File: src/rtl/mux_4channel_pkg.sv
// rtl/mux_4channel_pkg.sv - shared types and constants for the 4-channel arbiter
package mux_4channel_pkg;

  localparam int CHANNELS = 4;
  localparam int SEL_W    = 2;

  typedef enum logic {
    IDLE = 1'b0,
    BUSY = 1'b1
  } state_t;

  function automatic logic [CHANNELS-1:0] sel_to_onehot(input logic [SEL_W-1:0] sel);
    return CHANNELS'(1) << sel;
  endfunction

endpackage

File: src/rtl/mux_4channel_rr_pick.sv
// rtl/mux_4channel_rr_pick.sv - rotating-priority pick of the first requester at or after PTR
module mux_4channel_rr_pick
  import mux_4channel_pkg::*;
(
  input  logic [CHANNELS-1:0] REQUEST,
  input  logic [SEL_W-1:0]    PTR,
  output logic [SEL_W-1:0]    WINNER,
  output logic                ANY_REQ
);

  logic [SEL_W-1:0] idx;

  // Walk from the farthest offset back to PTR so the nearest requester is written last.
  always_comb begin
    idx     = '0;
    WINNER  = '0;
    ANY_REQ = |REQUEST;
    for (int i = CHANNELS - 1; i >= 0; i--) begin
      idx = PTR + SEL_W'(i);
      if (REQUEST[idx]) begin
        WINNER = idx;
      end
    end
  end

endmodule

File: src/rtl/mux_4channel_arbiter.sv
// rtl/mux_4channel_arbiter.sv - round-robin 4:1 data mux with bounded hold and break-before-make
module mux_4channel_arbiter #(
  parameter int MAX_HOLD = 8
) (
  input  logic       CLK,
  input  logic       RESET,
  input  logic [3:0] REQUEST,
  input  logic       INPUT_1,
  input  logic       INPUT_2,
  input  logic       INPUT_3,
  input  logic       INPUT_4,
  output logic [3:0] GRANT,
  output logic       SELECTOR_1,
  output logic       SELECTOR_2,
  output logic       OUTPUT_1,
  output logic       VALID,
  output logic       BUSY
);

  import mux_4channel_pkg::*;

  state_t           state_q, state_d;
  logic [SEL_W-1:0] owner_q;
  logic [SEL_W-1:0] ptr_q;
  logic [7:0]       hold_q;
  logic [SEL_W-1:0] winner;
  logic             any_req;
  logic [3:0]       channel_data;

  assign channel_data             = {INPUT_4, INPUT_3, INPUT_2, INPUT_1};
  assign {SELECTOR_1, SELECTOR_2} = owner_q;

  mux_4channel_rr_pick u_pick (
    .REQUEST (REQUEST),
    .PTR     (ptr_q),
    .WINNER  (winner),
    .ANY_REQ (any_req)
  );

  always_comb begin
    state_d = state_q;
    case (state_q)
      IDLE: begin
        if (any_req) begin
          state_d = mux_4channel_pkg::BUSY;
        end
      end
      mux_4channel_pkg::BUSY: begin
        if (!REQUEST[owner_q] || hold_q == 8'(MAX_HOLD)) begin
          state_d = IDLE;
        end
      end
      default: state_d = IDLE;
    endcase
  end

  always_ff @(posedge CLK) begin
    if (RESET) begin
      state_q  <= IDLE;
      owner_q  <= '0;
      ptr_q    <= '0;
      hold_q   <= '0;
      GRANT    <= '0;
      OUTPUT_1 <= 1'b0;
      VALID    <= 1'b0;
      BUSY     <= 1'b0;
    end else begin
      state_q <= state_d;
      VALID   <= 1'b0;
      case (state_q)
        IDLE: begin
          if (any_req) begin
            owner_q <= winner;
            GRANT   <= sel_to_onehot(winner);
            BUSY    <= 1'b1;
            hold_q  <= 8'd1;
          end
        end
        mux_4channel_pkg::BUSY: begin
          OUTPUT_1 <= channel_data[owner_q];
          VALID    <= 1'b1;
          // Leaving always passes through IDLE, which forces the break-before-make gap.
          if (state_d == IDLE) begin
            GRANT  <= '0;
            BUSY   <= 1'b0;
            ptr_q  <= owner_q + 2'd1;
            hold_q <= '0;
          end else if (hold_q != 8'hFF) begin
            hold_q <= hold_q + 8'd1;
          end
        end
        default: ;
      endcase
    end
  end

endmodule

File: config.mk
export PLATFORM = sky130hd
export DESIGN_NAME = mux_4channel_arbiter
export DESIGN_NICKNAME = d
export VERILOG_FILES = /design/src/rtl/mux_4channel_pkg.sv /design/src/rtl/mux_4channel_rr_pick.sv /design/src/rtl/mux_4channel_arbiter.sv
export SDC_FILE = /design/constraint.sdc
export NUM_CORES = 1
export LEC_CHECK = 0
export BUFFER_PORTS_ARGS = -buffer_cell sky130_fd_sc_hd__buf_2
export CAP_MARGIN = 20
export CORE_MARGIN = 1
export CORE_UTILIZATION = 54
export DETAILED_ROUTE_END_ITERATION = 8
export GPL_TIMING_DRIVEN = 0
export PLACE_DENSITY = 0.78
export SLEW_MARGIN = 10
export SYNTH_ARGS = -nofsm -noshare
export SYNTH_HDL_FRONTEND = slang
export SYNTH_SLANG_ARGS = --single-unit
File: constraint.sdc
create_clock -name CLK -period 5.25 [get_ports CLK]
set_input_delay 1.05 -clock CLK [delete_from_list [all_inputs] [get_ports CLK]]
set_output_delay 1.05 -clock CLK [all_outputs]
set_load 0.05 [all_outputs]
==> metrics <==
number of placed I/O pins=19; Post-synth ARST share=0%; Slew @ Worst Pin=615 ps; RSZ-0062 raised after global routing=false; TNS Setup=0 ps; #FFs+latches synth=20; Synth Area in XOR/XNOR=0.845%; die area=2100 µm²; gr usage total=23.7%; Compound-Gate Fraction of Synth Area=21.9%; post-CTS setup buffers=0; placed cell area=1160 µm²; global-route wire length before repair=3480 µm; Area Overhead vs Synth=16.8%; Synth Cell Area=1040 µm²; Max Root-Sink Buffers=2; Synth Area in Simple Gates=23.9%; Seq/Total Area, Yosys=38.6%; WP data required=5500 ps; CTS buffer count=3; final slew viol count=0; number of detailed-route iterations in the first pass=4; Max Clk Rate=424 MHz; Pwr Density=314 nW/µm²; post-synthesis adder-cell area fraction=2.42%; vias in the first global route=818; period utilisation layout=44.9%; post_cts resized=0; DR vias/cell=5.87; CTS Hold Buffers Added=0; max-cap viol count=0; Hold WC Path Type=flop to flop; initial antenna violation count=0; share of post-route cells with drive strength above 1=22.3%; Skew-Pair Late Insertion Delay=310 ps; drt wl/cell=13.3 µm; nets=152; Synthesized Nets=129; post-route design area=1210 µm²; Post-synth EDFFs=0; Core Box Area=1760 µm²; clk_skew=5.33 ps; Worst VDD drop=0.207 mV; run status=completed; Die Y-Extent=45.8 µm; hold depth=2; Final Hold Fails=0; Worst Path Max Fanout=10; root buffer cell=clkbuf_4; clock slew at reported path FFs=120 ps; initial DRC count=18; FF-to-FF path depth=8; kind of critical path=input pin to flop; grt ovf=0; crit path DAT=2610 ps; Synth Instances=117; initial core utilization=58.7%; Critical Path Start Type=input pin; Yosys warnings=0; Routed WL=2190 µm; Post-synth top flop=dfxtp_1; CTS H-tree lvls=1; DRC errors left=0; Vias=963; TritonCTS clock tree=done; Sink Count=20; Post-DP HPWL=1690 µm; Port Buffer Count=18; Tmin final=2360 ps; Synth Area per Inst=8.85 µm²; Critical Path End Type=flop; main combinational cell family by area after synthesis=simple AND/OR/NAND/NOR gates; antenna diode instance count=0; Hold Slack=470 ps; Die W=45.8 µm; largest net degree at the start of global routing=13; r2r setup slk=3100 ps; mux share of post-synthesis cell area=7.00%; GPL Wtd Cong=0.867; final-report setup violation count=0; P_leak=0.469 nW; Synth cell types=39; most frequent cells in the layout=dfxtp_1, buf_2, a21oi_1, nor2_1, nand3_1; # rows=15; Post-DRT Antenna Nets=0; Slew HR=58.8%
-- cell families (layout without fill, tap and decap cells) --
kind of cell               Yosys count  count (layout)
adders and majority gates            2               2
AOI/OAI and AO/OA                   33              33
buffers and inverters               12              34
DFF                                 20              20
and+or+nand+nor                     45              45
muxes                                4               4
xor gates and xnor gates             1               1
-- state kept, by name, indices dropped and copies added, names as in the netlist --
name and cells:
GRANT 4, owner_q 2, OUTPUT_1 1, VALID 1, ptr_q 2, hold_q 8, BUSY 1, state_q 1
-- Yosys cell counts (all sizes together) (3+ instances only) --
master | count | area [µm²]
a21oi | 10 | 50.1
nand2 | 7 | 26.3
buf | 3 | 21.3
or3 | 6 | 37.5
nor2 | 10 | 37.5
dfxtp | 20 | 400
a21boi | 7 | 56.3
o21ai | 8 | 51.3
nand3 | 8 | 40.0
inv | 7 | 26.3
-- layer usage --
layer	wire length (µm)	global-route usage [%]
met1	980	26.9
met2	1040	39.4
met3	86	5.56
met4	86	15.3
met5	0	0
-- worst max-delay path: stages --
cell and delay, ps:
buf_2 120, mux4_1 560, o21ai_4 120, a21boi_2 120, buf_6 150, or3_1 340
a21boi_1 150
-- final timing paths --
path,start,endpoint
setup / recovery,REQUEST[1],hold_q[6]
hold / removal,GRANT[0],GRANT[0]
setup reg to reg,hold_q[0],hold_q[6]
hold reg to reg,GRANT[0],GRANT[0]
-- stage by stage --
step | total power, W | std cells | utilization (%) | setup WS (ps)
global placement | 0.000250 | 160 | 65.6 | 2610
floorplan | 0.000232 | 117 | - | 2820
finish | 0.000380 | 164 | 68.6 | 2890
CTS | 0.000379 | 164 | 68.6 | 2900
detailed placement | 0.000253 | 160 | 65.6 | 2570
global route | 0.000397 | 164 | 68.6 | 2790
-- report_power, final --
group | leakage [nW] | total, W | switching (W) | internal, W
Sequential | 0.164 | 0.000169 | 0.00000843 | 0.000161
Clock | 0.0279 | 0.000130 | 0.0000527 | 0.0000772
Combinational | 0.277 | 0.0000807 | 0.0000522 | 0.0000285
Total | 0.469 | 0.000380 | 0.000113 | 0.000267
-- final cells by class --
cell class                      instances  area, µm²
Sequential cell                        20        400
Tap cell                               25       31.3
Multi-Input combinational cell         85        581
Inverter                                7       26.3
Clock inverter                          1       30.0
Timing Repair Buffer                   18       90.1
Buffer                                  5       28.8
Fill cell                             167        554
Clock buffer                            3       22.5
No activity file was read; power rests on OpenSTA's default activity.
